## src/rtl/mc_ctrl_pkg.sv

```systemverilog
// Shared definitions for the multi-cycle control FSM: state encoding,
// instruction classes, immediate selectors, opcode constants and the
// byte-enable helper used by both memory access states.
package mc_ctrl_pkg;

   // Controller states; the numeric values double as the debug state output
   typedef enum logic [3:0] {
      FETCH    = 4'd0,
      DECODE   = 4'd1,
      MEM_ADDR = 4'd2,
      MEM_RD   = 4'd3,
      LD_WB    = 4'd4,
      MEM_WR   = 4'd5,
      R_EX     = 4'd6,
      ALU_WB   = 4'd7,
      BR       = 4'd8,
      JAL_EX   = 4'd9,
      JALR_EX  = 4'd10,
      LINK_WB  = 4'd11,
      I_EX     = 4'd12,
      U_EX     = 4'd13,
      U_WB     = 4'd14,
      TRAP     = 4'd15
   } ctrlState_t;

   // Instruction classes produced by the decoder
   typedef enum logic [3:0] {
      CLS_LOAD    = 4'd0,
      CLS_STORE   = 4'd1,
      CLS_REG     = 4'd2,
      CLS_BRANCH  = 4'd3,
      CLS_JAL     = 4'd4,
      CLS_JALR    = 4'd5,
      CLS_IMM     = 4'd6,
      CLS_UPPER   = 4'd7,
      CLS_ILLEGAL = 4'd8
   } instrClass_t;

   // Immediate generator selectors
   localparam logic [2:0] IMM_NONE  = 3'b000;
   localparam logic [2:0] IMM_U     = 3'b001;
   localparam logic [2:0] IMM_J     = 3'b010;
   localparam logic [2:0] IMM_I     = 3'b011;
   localparam logic [2:0] IMM_B     = 3'b100;
   localparam logic [2:0] IMM_S     = 3'b101;
   localparam logic [2:0] IMM_SHAMT = 3'b110;

   // Major opcodes
   localparam logic [6:0] OP_LOAD  = 7'b0000011;
   localparam logic [6:0] OP_STORE = 7'b0100011;
   localparam logic [6:0] OP_REG   = 7'b0110011;
   localparam logic [6:0] OP_BR    = 7'b1100011;
   localparam logic [6:0] OP_JAL   = 7'b1101111;
   localparam logic [6:0] OP_JALR  = 7'b1100111;
   localparam logic [6:0] OP_IMM   = 7'b0010011;
   localparam logic [6:0] OP_LUI   = 7'b0110111;
   localparam logic [6:0] OP_AUIPC = 7'b0010111;

   // Byte lanes touched by a load/store of the given width code
   function automatic logic [3:0] byteEnables(input logic [2:0] funct3);
      logic [3:0] lanes;
      case (funct3)
         3'b000, 3'b100: lanes = 4'b0001;
         3'b001, 3'b101: lanes = 4'b0011;
         3'b010:         lanes = 4'b1111;
         default:        lanes = 4'b0000;
      endcase
      return lanes;
   endfunction

endpackage

```

## src/rtl/mc_ctrl_decode.sv

```systemverilog
// Combinational instruction classifier. Anything the datapath cannot
// execute, including unsupported load/store widths, is reported as illegal.
module mc_ctrl_decode
   import mc_ctrl_pkg::*;
(
   input  logic [6:0]  opcode,
   input  logic [2:0]  funct3,
   output instrClass_t instrClass
);

   // Map opcode (and width field for memory ops) onto an instruction class;
   // unknown opcodes fall through to the illegal class
   always_comb begin
      instrClass = CLS_ILLEGAL;
      case (opcode)
         OP_LOAD: begin
            if (funct3 inside {3'b011, 3'b110, 3'b111})
               instrClass = CLS_ILLEGAL;
            else
               instrClass = CLS_LOAD;
         end
         OP_STORE: begin
            if (funct3 > 3'b010)
               instrClass = CLS_ILLEGAL;
            else
               instrClass = CLS_STORE;
         end
         OP_REG:   instrClass = CLS_REG;
         OP_BR:    instrClass = CLS_BRANCH;
         OP_JAL:   instrClass = CLS_JAL;
         OP_JALR:  instrClass = CLS_JALR;
         OP_IMM:   instrClass = CLS_IMM;
         OP_LUI,
         OP_AUIPC: instrClass = CLS_UPPER;
         default:  instrClass = CLS_ILLEGAL;
      endcase
   end

endmodule

```

## src/rtl/mc_control_fsm.sv

```systemverilog
// Multi-cycle processor control unit: sequences fetch, decode, execute,
// memory and write-back states and counts retired instructions.
module mc_control_fsm
   import mc_ctrl_pkg::*;
#(
   parameter int MEM_HS  = 1,
   parameter int TRAP_EN = 1,
   parameter int CNT_W   = 32
) (
   input  logic             CLK,
   input  logic             RST,
   input  logic [6:0]       opcode,
   input  logic [2:0]       funct3,
   input  logic             mem_ready,
   output logic             mem_req,
   output logic             mem_read,
   output logic             mem_write,
   output logic             ir_write,
   output logic             pc_write,
   output logic             reg_write,
   output logic             mem_to_reg,
   output logic             alu_src1,
   output logic             alu_src2,
   output logic             branch,
   output logic             jump,
   output logic             jal_or_jalr,
   output logic             trap,
   output logic [6:0]       alu_op,
   output logic [2:0]       imm_sel,
   output logic [3:0]       be,
   output logic [3:0]       state,
   output logic [CNT_W-1:0] instret
);

   ctrlState_t  stateReg;
   ctrlState_t  nextState;
   instrClass_t instrClass;
   logic        memReadyEff;
   logic        retire;

   mc_ctrl_decode uDecode (
      .opcode     (opcode),
      .funct3     (funct3),
      .instrClass (instrClass)
   );

   // Without the handshake every access completes at once; reset masks
   // completion so the outputs during reset look like a stalled fetch
   assign memReadyEff = ((MEM_HS != 0) ? mem_ready : 1'b1) & ~RST;

   // An instruction retires when it returns to FETCH from any execute path;
   // FETCH holding and the silent illegal-drop from DECODE do not count
   assign retire = (nextState == FETCH) && (stateReg != FETCH) && (stateReg != DECODE);

   assign alu_op = opcode;
   assign state  = stateReg;

   // State register; reset aborts whatever instruction is in flight
   always_ff @(posedge CLK or posedge RST) begin
      if (RST)
         stateReg <= FETCH;
      else
         stateReg <= nextState;
   end

   // Retired-instruction counter, wrapping naturally at its width
   always_ff @(posedge CLK or posedge RST) begin
      if (RST)
         instret <= '0;
      else if (retire)
         instret <= instret + CNT_W'(1);
   end

   // Next-state logic: memory states wait for completion, TRAP is absorbing,
   // everything else walks its fixed path back to FETCH
   always_comb begin
      nextState = stateReg;
      case (stateReg)
         FETCH:    if (memReadyEff) nextState = DECODE;
         DECODE: begin
            case (instrClass)
               CLS_LOAD,
               CLS_STORE:  nextState = MEM_ADDR;
               CLS_REG:    nextState = R_EX;
               CLS_BRANCH: nextState = BR;
               CLS_JAL:    nextState = JAL_EX;
               CLS_JALR:   nextState = JALR_EX;
               CLS_IMM:    nextState = I_EX;
               CLS_UPPER:  nextState = U_EX;
               default:    nextState = (TRAP_EN != 0) ? TRAP : FETCH;
            endcase
         end
         MEM_ADDR: nextState = (instrClass == CLS_STORE) ? MEM_WR : MEM_RD;
         MEM_RD:   if (memReadyEff) nextState = LD_WB;
         MEM_WR:   if (memReadyEff) nextState = FETCH;
         LD_WB:    nextState = FETCH;
         R_EX:     nextState = ALU_WB;
         ALU_WB:   nextState = FETCH;
         BR:       nextState = FETCH;
         JAL_EX:   nextState = LINK_WB;
         JALR_EX:  nextState = LINK_WB;
         LINK_WB:  nextState = FETCH;
         I_EX:     nextState = ALU_WB;
         U_EX:     nextState = U_WB;
         U_WB:     nextState = FETCH;
         TRAP:     nextState = TRAP;
         default:  nextState = FETCH;
      endcase
   end

   // Moore-style control decode: every output starts inactive and only the
   // current state turns on what it needs
   always_comb begin
      mem_req     = 1'b0;
      mem_read    = 1'b0;
      mem_write   = 1'b0;
      ir_write    = 1'b0;
      pc_write    = 1'b0;
      reg_write   = 1'b0;
      mem_to_reg  = 1'b0;
      alu_src1    = 1'b0;
      alu_src2    = 1'b0;
      branch      = 1'b0;
      jump        = 1'b0;
      jal_or_jalr = 1'b0;
      trap        = 1'b0;
      imm_sel     = IMM_NONE;
      be          = 4'b0000;
      case (stateReg)
         FETCH: begin
            mem_req  = 1'b1;
            mem_read = 1'b1;
            ir_write = memReadyEff;
            pc_write = memReadyEff;
         end
         MEM_ADDR: begin
            alu_src2 = 1'b1;
            imm_sel  = (instrClass == CLS_STORE) ? IMM_S : IMM_I;
         end
         MEM_RD: begin
            mem_req  = 1'b1;
            mem_read = 1'b1;
            be       = byteEnables(funct3);
         end
         MEM_WR: begin
            mem_req   = 1'b1;
            mem_write = 1'b1;
            be        = byteEnables(funct3);
         end
         LD_WB: begin
            reg_write  = 1'b1;
            mem_to_reg = 1'b1;
         end
         ALU_WB, LINK_WB, U_WB: reg_write = 1'b1;
         BR: begin
            branch  = 1'b1;
            imm_sel = IMM_B;
         end
         JAL_EX: begin
            alu_src1 = 1'b1;
            alu_src2 = 1'b1;
            jump     = 1'b1;
            imm_sel  = IMM_J;
            pc_write = 1'b1;
         end
         JALR_EX: begin
            alu_src2    = 1'b1;
            jump        = 1'b1;
            jal_or_jalr = 1'b1;
            imm_sel     = IMM_I;
            pc_write    = 1'b1;
         end
         I_EX: begin
            alu_src2 = 1'b1;
            imm_sel  = (funct3 inside {3'b001, 3'b101}) ? IMM_SHAMT : IMM_I;
         end
         U_EX: begin
            alu_src1 = 1'b1;
            alu_src2 = 1'b1;
            imm_sel  = IMM_U;
         end
         TRAP: trap = 1'b1;
         default: ;
      endcase
   end

endmodule

```

## config.mk

```make
export PLATFORM = sky130hd
export DESIGN_NAME = mc_control_fsm
export DESIGN_NICKNAME = d
export VERILOG_FILES = /design/src/rtl/mc_ctrl_pkg.sv /design/src/rtl/mc_ctrl_decode.sv /design/src/rtl/mc_control_fsm.sv
export SDC_FILE = /design/constraint.sdc
export NUM_CORES = 1
export LEC_CHECK = 0
export CORE_MARGIN = 2
export CORE_UTILIZATION = 25
export DETAILED_ROUTE_END_ITERATION = 10
export DONT_BUFFER_PORTS = 1
export HOLD_SLACK_MARGIN = 0.15
export PLACE_DENSITY = 0.34
export SLEW_MARGIN = 15
export SYNTH_ARGS = -nofsm -noshare
export SYNTH_HDL_FRONTEND = slang
export SYNTH_HIERARCHICAL = 1
export SYNTH_SLANG_ARGS = --single-unit
```

## constraint.sdc

```tcl
create_clock -name CLK -period 6.1 [get_ports CLK]
set_input_delay 1.22 -clock CLK [delete_from_list [all_inputs] [get_ports CLK]]
set_output_delay 1.22 -clock CLK [all_outputs]
set_load 0.01 [all_outputs]
```

* After elaboration in Yosys (flattened, before gate mapping)
Memories as Yosys holds them, arrays and structs flattened.
Cells that the tools add are included.
** Word-level totals
- Flip-flop bits (word level) :: 36
- ROM bits :: 32
- Input bits :: 13
- Output and inout bits :: 63
- Memories :: 1
** Memories
- (name not given) :: depth 8, width 4, read ports 1, clocked after Yosys merged registers in 0, write ports 0, line mc_control_fsm.sv:81 : case (instrClass)
** Operators by class
- $add $sub $neg :: 1
- Order comparisons :: 1
- Equality and inequality tests :: 33
- Muxes and demuxes :: 27
- Bitwise gates (word level) :: 2
- Reductions and logical operators :: 20
** Operators with widths (number)
- $pmux W4 S10 :: 1
- $add A32 B1 Y32 const B :: 1
- $eq A4 B4 Y1 const B :: 8
- $pmux W4 S8 :: 1
- $mux W4 :: 7
- $eq A7 B6 Y1 const B :: 3
- $eq A7 B7 Y1 const B :: 3
- $pmux W3 S6 :: 1
- $eq A4 B3 Y1 const B :: 4
- $reduce_or A2 Y1 :: 8
- $eq A7 B5 Y1 const B :: 2
- $eq A3 B3 Y1 const B :: 4
- $mux W1 :: 12
- $pmux W4 S3 :: 1
- $reduce_or A5 Y1 :: 2
- $mux W3 :: 3
- $eq A4 B1 Y1 const B :: 2
- $eq A4 B2 Y1 const B :: 2
- $logic_not A4 Y1 :: 2
- $eq A7 B2 Y1 const B :: 1
- $eq A3 B2 Y1 const B :: 2
- $ne A4 B1 Y1 const B :: 1
- $reduce_bool A4 Y1 :: 1
- $reduce_or A4 Y1 :: 1
- other kinds (10) :: 11

* Depth between registers and ports, before layout
Gate-level depths: netlist of run 1.
- Word-level depth :: 10
- Gate-level depth with buffers :: 12

* Modules after synthesis
Netlist of run 1, hierarchy kept.
** Modules (own cells, without submodules)
- mc_control_fsm :: times used 1, cells an instance 258, area an instance 2354.8 µm², sequential area each 900.9 µm²
- mc_ctrl_decode :: times used 1, cells an instance 19, area an instance 130.1 µm², sequential area each 0.0 µm²

* Least setup slack after synthesis of run 1
Ideal clock, no wire load.
- Path kind :: input port to output port
- Start :: input port opcode[6]
- End :: output port imm_sel[2]
- Arrival :: 3107 ps
- Data required time :: 4880 ps
- Path slack :: 1773 ps
- Cell stages on the path :: 8
- Path through :: nand2b_1 or2_2 a311oi_1 ha_1 or3b_1 nor2_1 a31oi_1 nor2_1
** On the way
- Word-level cells in the longest chain between the ends :: 6
- Elaborated cells on any way between the ends :: 14
- Those cells by class :: eq/ne: 10; mux: 3; reduce/logical: 1
** RTL lines
- start: declaration :: line mc_control_fsm.sv:12 : input logic [6:0] opcode,
- $eq A7 B6 Y1 or $eq A7 B5 Y1 (tied branches) :: line mc_ctrl_decode.sv:15 : case (opcode)
- $reduce_or A2 Y1 :: line mc_ctrl_decode.sv:15
- $pmux W4 S8 (*) :: line mc_ctrl_decode.sv:15
- via instrClass[0] :: line mc_control_fsm.sv:37 : instrClass_t instrClass;
- $eq A4 B1 Y1 (*) :: line mc_control_fsm.sv:138 : imm_sel = (instrClass == CLS_STORE) ? IMM_S : IMM_I;
- $mux W3 (*) :: line mc_control_fsm.sv:138
- $pmux W3 S6 (*) :: line mc_control_fsm.sv:129 : case (stateReg)
- end: declaration :: line mc_control_fsm.sv:29 : output logic [2:0] imm_sel,
Mark *: on every way through the listed nets, which the timed path passes. The rest lies on a longest branch.

* Final worst setup path of run 1
Ends and elaborated chain as after synthesis.

==> results of run 1 <==
power by group through the flow:
stage	sequential [mW]	combinational [mW]	clock, mW
detailed placement	0.402	0.476	0
finish	0.396	0.469	0.181
CTS	0.397	0.479	0.191
global placement	0.403	0.481	0
floorplan	0.318	0.476	0
global route	0.412	0.528	0.197
per-stage QoR:
| step | worst slack, ns | hold slack [ns] | area (um^2) | power [mW] | std cells |
|---|---|---|---|---|---|
| floorplan | 1.77 | 0.507 | 2480 | 0.795 | 277 |
| global placement | 1.56 | 0.523 | 2530 | 0.884 | 390 |
| detailed placement | 1.53 | 0.532 | 2530 | 0.878 | 390 |
| CTS | 1.52 | 0.542 | 2630 | 1.07 | 398 |
| global route | 1.38 | 0.574 | 2630 | 1.14 | 398 |
| finish | 1.50 | 0.537 | 2630 | 1.05 | 398 |
cell usage in the layout, fill, tap and decap left out, types with 4 or more instances in the layout:
cell type and count:
ha_1 4, nor4_2 9, nand4_1 6, nand3_1 15, nand2_1 23, nor3_1 20
a21oi_1 9, dfrtp_1 36, xor2_1 21, clkbuf_8 6, nor2b_1 5, nor2_1 23
and3_1 6, inv_1 8, xnor2_1 11, nand2b_1 5
synth_stat cells, drive strengths merged (3+ instances only):
master | count | share of area (%)
dfrtp | 36 | 36
nand2 | 24 | 3.7
nor2 | 23 | 3.5
nor3 | 21 | 4.4
xor2 | 21 | 7.4
buf | 18 | 4.5
nand3 | 15 | 3.0
xnor2 | 11 | 3.9
a21oi | 9 | 1.8
nor4 | 9 | 4.5
inv | 8 | 1.2
and3 | 6 | 1.5
nand4 | 6 | 1.5
nand2b | 5 | 1.3
nor2b | 5 | 1.3
ha | 4 | 2.0
nand3b | 4 | 1.7
o21ai | 4 | 0.81
a31oi | 3 | 0.76
and2 | 3 | 0.76
and4 | 3 | 1.1
clkbuf | 3 | 0.45
nor3b | 3 | 0.91
o211ai | 3 | 0.91
or2 | 3 | 0.76
routing by layer:
metal | wire [um] | vias up
li1 | - | 951
met1 | 3240 | 946
met2 | 2820 | 51
met3 | 413 | 7
met4 | 41 | 0
met5 | 0 | -
kinds of logic (layout without fill, tap and decap cells):
kind of cell | Yosys count | count (layout) | synth area share [%]
AO/OA/AOI/OAI | 34 | 34 | 9.57
XOR/XNOR | 32 | 32 | 11.3
adder cells (fa/ha/maj) | 4 | 4 | 2.01
buffers and inverters | 29 | 17 | 6.19
flip-flops | 36 | 36 | 36.3
multiplexers | 4 | 4 | 1.71
AND/OR/NAND/NOR | 138 | 138 | 33.0
worst min-delay path by stage:
stage	endpoint	from	slack, ns	cells past startpoint
2_1_floorplan	instret[31]$_DFFE_PP0P_	instret[31]$_DFFE_PP0P_	0.51	1
3_3_place_gp	instret[31]$_DFFE_PP0P_	instret[31]$_DFFE_PP0P_	0.52	1
3_5_place_dp	instret[31]$_DFFE_PP0P_	instret[31]$_DFFE_PP0P_	0.53	1
4_1_cts	instret[31]$_DFFE_PP0P_	instret[31]$_DFFE_PP0P_	0.54	1
5_1_grt	instret[4]$_DFFE_PP0P_	instret[4]$_DFFE_PP0P_	0.57	1
6_report	instret[31]$_DFFE_PP0P_	instret[31]$_DFFE_PP0P_	0.54	1
registers in the layout, indices dropped and copies added, names as in the netlist:
name	cells
instret	32
state	4
worst max-delay path: cells and delay by family:
family | cells | cell delay, ns
adders and majority gates | 1 | 0.24
AOI/OAI and AO/OA | 2 | 0.71
and+or+nand+nor | 5 | 1.23
area by class of cell:
type | count | share of cell area, %
Multi-Input combinational cell | 212 | 54.5
Sequential cell | 36 | 34.3
Tap cell | 133 | 6.34
Clock buffer | 8 | 3.43
Inverter | 8 | 1.14
Timing Repair Buffer | 1 | 0.286
==> flow_summary.yaml, run 1 <==
global_route:
  grt_max_degree: 37
  grt_busiest_layer: "met1"
  grtUsageMet2_pct: 17.4
  overflow: 0
  grt_usage_pct: 12.2
  met3_usage_pct: 3.84
  grt_pass1_vias: 1843
  antenna_found_initial: 0
  grt_use_met1_pct: 17.8
  grt_first_pass_wirelength_mm: 10.6
die:
  core-area_um2: 9730
  start_util_pct: 25.5
  die_w_um: 104
  ios: 76
  placementRows: 36
  die_area_um2: 10800
  die_h_um: 104
sta:
  relSlewSlack_pct: 37.4
  hold_viol: 0
  post-route-min-period_ns: 4.60
  finClkSkew_ns: 0.00350
  finalSetupTns_ns: 0
  rsz0062_at_grt: "no"
  setup_viol: 0
  post-route-period-util_pct: 75.4
  worst_pin_slew_ns: 0.938
  fmax_mhz: 217
  slew_violations: 0
placement:
  portBuffers: 0
  gp_routability_congestion: 0.730
  place_hpwl_mm: 4.51
power:
  irDropWorstVdd_v: 0.000216
  intPower_uw: 508
  switching_share_pct: 51.4
  clkPwrFrac_pct: 17.3
  p_seq_share_pct: 37.9
  p_per_area_nw_per_um2: 398
  combinationalPowerShare_pct: 44.8
  p_sw_uw: 538
  power_leakage_nw: 1.13
final_layout:
  multi_input_area_um2: 1430
  num_antenna_cells: 0
  layout.area.seq_um2: 901
  area_delta_synth_final_pct: 5.64
  fillCellCount: 1082
  postLayoutCoreUtil_pct: 27.0
  finalNetCount: 281
  drive_gt1_share_pct: 9.06
setup_path:
  crit_path_start: "opcode[6]"
  rrSetupSlack_ns: 3.27
  worst-path-max-fanout: 4
  crit_top_cell: "nor2_1"
  r2r-end: "instret[1]$_DFFE_PP0P_"
  path_class: "input port to output port"
  slowest_delay_ns: 0.60
  end_kind: "output port"
  cp-start-kind: "input port"
  r2r_start: "state[0]$_DFF_PP0_"
  crit_path_end: "imm_sel[2]"
  slowest_stage: "a311oi_1"
  reg2regPathDepth: 5
  worst_ep_arrival_time_ns: 3.38
  crit_path_cell_trace: "nand2b_1 -> or2_2 -> a311oi_1 -> ha_1 -> or3b_1 -> nor2_1 -> a31oi_1 -> nor2_1"
  cp.required_ns: 4.88
route:
  dr.first_iter.drc_count: 103
  routed_wl_mm: 6.52
  via_per_inst: 4.91
  num_vias: 1955
  avgRoutedWirePerCell_um: 16.4
  ant_nets: 0
  drt_first_pass_iters: 4
  remaining_drc_errors: 0
synth:
  synth_area_per_cell_um2: 8.97
  synth-seq-cells: 36
  async_flop_share_pct: 100
  ys_warn_count: 6
  ys.flop_type: "dfrtp_1"
  synth.distinct_cells: 54
  yosysSeqAreaShare_pct: 36.3
  syn-instance-count: 277
  synth_edf_count: 0
  syn-num-nets: 294
  synth_area_um2: 2480
hold_path:
  worstHoldPathType: "register to register"
clock_tree:
  cts_max_level: 2
  cts_root_buf: "clkbuf_8"
  cts_setup_buffers: 0
  clk_latency_ns: 0.29
  ctsHoldBuffers: 0
  clockBufferDepth: 2
  cts_tree: "built"
  clkTransAtPathRegs_ns: 0.07
  cts_buffers: 5
  cts_resized: 0
  cts_sinks: 36
status:
  status: "completed"
job:
  drv_cap: 0
Note: power is estimated with default switching activity, not from simulation.
==> run 2: changes to the inputs <==
--- a/config.mk
+++ b/config.mk
@@ -5,12 +5,13 @@
 export SDC_FILE = /design/constraint.sdc
 export NUM_CORES = 1
 export LEC_CHECK = 0
+export ABC_AREA = 1
 export CORE_MARGIN = 2
 export CORE_UTILIZATION = 25
 export DETAILED_ROUTE_END_ITERATION = 10
 export DONT_BUFFER_PORTS = 1
 export HOLD_SLACK_MARGIN = 0.15
-export PLACE_DENSITY = 0.34
+export PLACE_DENSITY = 0.36
 export SLEW_MARGIN = 15
 export SYNTH_ARGS = -nofsm -noshare
 export SYNTH_HDL_FRONTEND = slang
==> constraint.sdc (replaced) <==
create_clock -name CLK -period 4.1 [get_ports CLK]
set_input_delay 0.82 -clock CLK [delete_from_list [all_inputs] [get_ports CLK]]
set_output_delay 0.82 -clock CLK [all_outputs]
set_load 0.01 [all_outputs]
==> run 2 against run 1 <==
  * Routed wire length up 41%
  * Critical path type unchanged
  * First-iteration DRC count up 37%
  * Largest cell class unchanged
  * Utilization up 0.42 points
  * Count of clock-buffer cells in the layout down 2
==> flow_summary.yaml, run 2 <==
die:
  die_area_um2: 12900
  placementRows: 40
  core-area_um2: 11900
  start_util_pct: 25.3
  die_w_um: 114
  die_h_um: 114
  ios: 76
route:
  dr.first_iter.drc_count: 141
  num_vias: 2954
  drt_first_pass_iters: 4
  ant_nets: 0
  via_per_inst: 4.62
  remaining_drc_errors: 0
  routed_wl_mm: 9.17
  avgRoutedWirePerCell_um: 14.3
synth:
  synth_area_leaders: "dfrtp_1 30%, nand2_1 27%, nor2_1 10%"
  yosysTopAreaCell: "dfrtp_1"
  ys.flop_type: "dfrtp_1"
  syn-num-nets: 515
  synth_top_area_share_pct: 30.0
  yosysSeqAreaShare_pct: 30.0
  async_flop_share_pct: 100
  syn-instance-count: 498
  synth_edf_count: 0
  ys_top_cells_by_count: "217 x nand2_1, 82 x nor2_1, 44 x nand3_1"
  synth_area_per_cell_um2: 6.02
  synth_area_um2: 3000
  ys_warn_count: 6
  synth_most_common_cell: "nand2_1"
  synth-seq-cells: 36
  synth.distinct_cells: 30
hold_path:
  min_to: "instret[31]$_DFFE_PP0P_"
  whs_path_depth: 2
  worstHoldPathType: "register to register"
  worstHoldStart: "instret[31]$_DFFE_PP0P_"
sta:
  fmax_mhz: 333
  post-route-min-period_ns: 3.01
  finClkSkew_ns: 0.00374
  post-route-period-util_pct: 73.3
  setup_viol: 0
  worst_pin_slew_ns: 0.692
  rsz0062_at_grt: "no"
  finalSetupTns_ns: 0
  relSlewSlack_pct: 53.8
  slew_violations: 0
  hold_viol: 0
clock_tree:
  clockBufferDepth: 2
  cts_sinks: 36
  cts_root_buf: "clkbuf_16"
  ctsHoldBuffers: 0
  cts_resized: 0
  cts_tree: "built"
  clk_latency_ns: 0.28
  cts_buffers: 5
  clkTransAtPathRegs_ns: 0.06
  cts_setup_buffers: 0
  cts_max_level: 2
setup_path:
  path_buf_inv: 3
  slowest_delay_ns: 0.39
  r2r_start: "state[1]$_DFF_PP0_"
  crit_path_cell_trace: "nand2_1 -> inv_1 -> nand2_1 -> o21ai_0 -> inv_1 -> ha_1 -> inv_1 -> nor2_1 -> nand2_1 -> o221ai_1"
  path_class: "input port to output port"
  r2r-end: "instret[19]$_DFFE_PP0P_"
  critPathTopFamily: "compound AO/OA/AOI/OAI gates"
  cp-start-kind: "input port"
  worst-path-max-fanout: 4
  reg2regPathDepth: 8
  slowest_stage: "o21ai_0"
  rrSetupSlack_ns: 1.81
  worst_ep_arrival_time_ns: 2.19
  end_kind: "output port"
  cp.required_ns: 3.28
final_layout:
  drive_gt1_share_pct: 6.10
  final_common_cell: "nand2_1"
  largest_reg_flops: 32
  fillCellCount: 1348
  num_antenna_cells: 0
  area_delta_synth_final_pct: 8.34
  layout_common_cells: "217 x nand2_1, 82 x nor2_1, 44 x nand3_1"
  finalNetCount: 508
  fin_cells: 639
  top_register: "instret"
global_route:
  grt_max_degree: 37
  grt_usage_pct: 14.7
  grt_pass1_vias: 2875
  antenna_found_initial: 0
  overflow: 0
  grt_first_pass_wirelength_mm: 15.2
power:
  irDropWorstVdd_v: 0.000224
  p_per_area_nw_per_um2: 557
  power_leakage_nw: 1.63
status:
  status: "completed"
placement:
  dp.cells: 631
  gp_routability_congestion: 0.820
  portBuffers: 0
  place_hpwl_mm: 7.06
job:
  drv_cap: 0
-- run 2: how the worst max path moves through the flow --
stage / slack, ns / to / start / depth (start not counted)
global route: 0.79 / instret[29]$_DFFE_PP0P_ / opcode[1] / 14
CTS: 1.07 / imm_sel[1] / opcode[1] / 10
detailed placement: 0.86 / instret[29]$_DFFE_PP0P_ / opcode[1] / 14
finish: 1.09 / imm_sel[2] / opcode[1] / 10
floorplan: 1.21 / pc_write / RST / 5
global placement: 0.92 / instret[27]$_DFFE_PP0P_ / opcode[1] / 14
-- run 2: kinds of logic (layout without fill, tap and decap cells) --
group	count (synthesis)	count (layout)	synth area share [%]
AOI/OAI and AO/OA	12	12	2.63
xor gates and xnor gates	15	15	4.38
adders and majority gates	4	4	1.67
buffers and inverters	58	52	9.13
DFF	36	36	30.0
and+or+nand+nor	373	373	52.2
-- run 2: worst register-to-register path: stages, from the launching register on --
cell,delay (ns)
dfrtp_1,0.48
inv_2,0.13
nand2_1,0.15
nand3_1,0.29
nand4_1,0.21
inv_2,0.09
nand3_2,0.54
nand2_1,0.23
nand2_1,0.06
-- run 2: area by class of cell --
class | count | area [um^2] | share of cell area, %
Clock buffer | 6 | 129 | 3.96
Clock inverter | 2 | 35.0 | 1.08
Inverter | 41 | 154 | 4.73
Multi-Input combinational cell | 404 | 1830 | 56.2
Sequential cell | 36 | 901 | 27.7
Tap cell | 147 | 184 | 5.66
Timing Repair Buffer | 3 | 22.5 | 0.693
-- run 2: routing by layer --
metal / vias up / GRT usage, % / wire length [um]
li1: 1529 / - / -
met1: 1352 / 18.7 / 4120
met2: 65 / 25.3 / 4470
met3: 8 / 3.08 / 484
met4: 0 / 3.66 / 97
met5: - / 0 / 0
-- run 2: per-stage QoR --
stage	instance area [um^2]	total power, mW	setup slack (ns)	util, %	hold slack, ns
after global routing	3250	1.97	0.787	27.4	0.641
final	3250	1.81	1.09	27.4	0.584
after global placement	3090	1.41	0.918	26.0	0.566
after CTS	3250	1.85	1.07	27.4	0.592
after floorplan	3000	1.23	1.21	-	0.535
after detailed placement	3090	1.40	0.863	26.0	0.580
-- run 2: power by group --
group          switching (mW)  internal, mW  total (mW)
combinational           0.672         0.204       0.877
clock                   0.152         0.286       0.438
sequential             0.0988         0.398       0.497
total                   0.923         0.889        1.81
==> run 3: changes to the inputs <==
==> constraint.sdc (replaced) <==
create_clock -name CLK -period 2.7 [get_ports CLK]
set_input_delay 0.54 -clock CLK [delete_from_list [all_inputs] [get_ports CLK]]
set_output_delay 0.54 -clock CLK [all_outputs]
set_load 0.01 [all_outputs]
==> run 3 against run 2 <==
  * Clock skew hardly changed
  * Setup slack worse by 0.71 ns
  * Count of clock-buffer cells in the layout stayed put
  * Register-to-register slack worse by 1.1 ns
  * Via count is 0.17% higher
  * Utilization is 0.38 points higher
  * Routed wire length is 2.3% higher
  * First-iteration DRC count is 17% higher
==> flow_summary.yaml, run 3 (same netlist as run 2, synthesis figures left out) <==
die:
  die_w_um: 114
  die_area_um2: 12900
  ios: 76
  placementRows: 40
  start_util_pct: 25.3
  core-area_um2: 11900
  die_h_um: 114
route:
  remaining_drc_errors: 0
  ant_nets: 0
  drt_first_pass_iters: 5
  avgRoutedWirePerCell_um: 14.6
  routed_wl_mm: 9.38
  num_vias: 2959
  via_per_inst: 4.61
  dr.first_iter.drc_count: 165
final_layout:
  layout_common_cells: "217 x nand2_1, 82 x nor2_1, 44 x nand3_1"
  fin_cells: 642
  drive_gt1_share_pct: 6.87
  num_antenna_cells: 0
  finalNetCount: 511
  area_delta_synth_final_pct: 9.84
  fillCellCount: 1359
  top_register: "instret"
  final_common_cell: "nand2_1"
  largest_reg_flops: 32
sta:
  setup_viol: 0
  hold_slack_ns: 0.328
  rsz0062_at_grt: "no"
  fmax_mhz: 431
  slew_violations: 0
  hold_viol: 0
  post-route-period-util_pct: 85.9
  finalSetupTns_ns: 0
  post-route-min-period_ns: 2.32
  finClkSkew_ns: 0.00374
  relSlewSlack_pct: 66.3
  worst_pin_slew_ns: 0.505
status:
  status: "completed"
clock_tree:
  cts_root_buf: "clkbuf_16"
  cts_sinks: 36
  cts_buffers: 5
  clk_latency_ns: 0.28
  cts_resized: 0
  clockBufferDepth: 2
  ctsHoldBuffers: 0
  cts_setup_buffers: 0
  clkTransAtPathRegs_ns: 0.06
  cts_tree: "built"
  cts_max_level: 2
setup_path:
  cp.required_ns: 2.16
  worst_ep_arrival_time_ns: 1.78
  worst-path-max-fanout: 8
  crit_path_cell_trace: "nand2_1 -> nor2_2 -> nor2_1 -> nor2_1"
  slowest_stage: "dfrtp_1"
  path_class: "register to output port"
  r2r_start: "instret[0]$_DFFE_PP0P_"
  path_buf_inv: 0
  crit_top_cell: "nor2_1"
  end_kind: "output port"
  r2r-end: "instret[16]$_DFFE_PP0P_"
  slowest_delay_ns: 0.55
  reg2regPathDepth: 8
  critPathTopFamily: "simple AND/OR/NAND/NOR gates"
  rrSetupSlack_ns: 0.68
  cp-start-kind: "register"
global_route:
  grt_max_degree: 37
  antenna_found_initial: 0
  overflow: 0
  grt_first_pass_wirelength_mm: 15.3
  grt_pass1_vias: 2927
  grt_usage_pct: 14.9
placement:
  place_hpwl_mm: 7.21
  dp.cells: 634
  gp_routability_congestion: 0.860
  portBuffers: 0
job:
  drv_cap: 0
power:
  power_leakage_nw: 1.66
  irDropWorstVdd_v: 0.000439
  p_per_area_nw_per_um2: 879
hold_path:
  worstHoldPathType: "input port to async pin"
==> run 3: worst max-delay path by stage <==
stage | start | cells past startpoint | to
floorplan | RST | 11 | instret[2]$_DFFE_PP0P_
global placement | opcode[1] | 15 | instret[18]$_DFFE_PP0P_
detailed placement | opcode[1] | 15 | instret[17]$_DFFE_PP0P_
CTS | opcode[1] | 9 | imm_sel[1]
global route | opcode[1] | 11 | imm_sel[1]
finish | state[0]$_DFF_PP0_ | 4 | be[3]
==> run 3: routing by layer <==
metal	global-route usage (%)	wire length, um	vias to the layer above
met5	0	0	-
met2	26.4	4540	74
met4	4.23	129	0
met1	18.2	4200	1340
li1	-	-	1534
met3	3.19	504	11
==> run 3: cell type report <==
cell class	instances	area (um^2)	share of cell area, %
Multi-Input combinational cell	404	1830	55.4
Sequential cell	36	901	27.3
Tap cell	147	184	5.58
Inverter	41	154	4.67
Clock buffer	6	139	4.21
Timing Repair Buffer	6	82.6	2.51
Clock inverter	2	10.0	0.304
==> run 3: per-stage QoR <==
step                utilization [%]  setup slack [ns]  power, mW  area, um^2
global placement               26.5             0.287       2.31        3150
finish                         27.8             0.381       2.90        3300
global route                   27.8             0.210       3.12        3300
floorplan                         -             0.252       1.87        3000
detailed placement             26.5             0.274       2.32        3150
CTS                            27.8             0.359       2.95        3300
==> run 3: power by group <==
part,switching [mW],internal (mW)
clock network,0.237,0.364
logic,1.08,0.463
registers,0.148,0.605
total,1.46,1.43
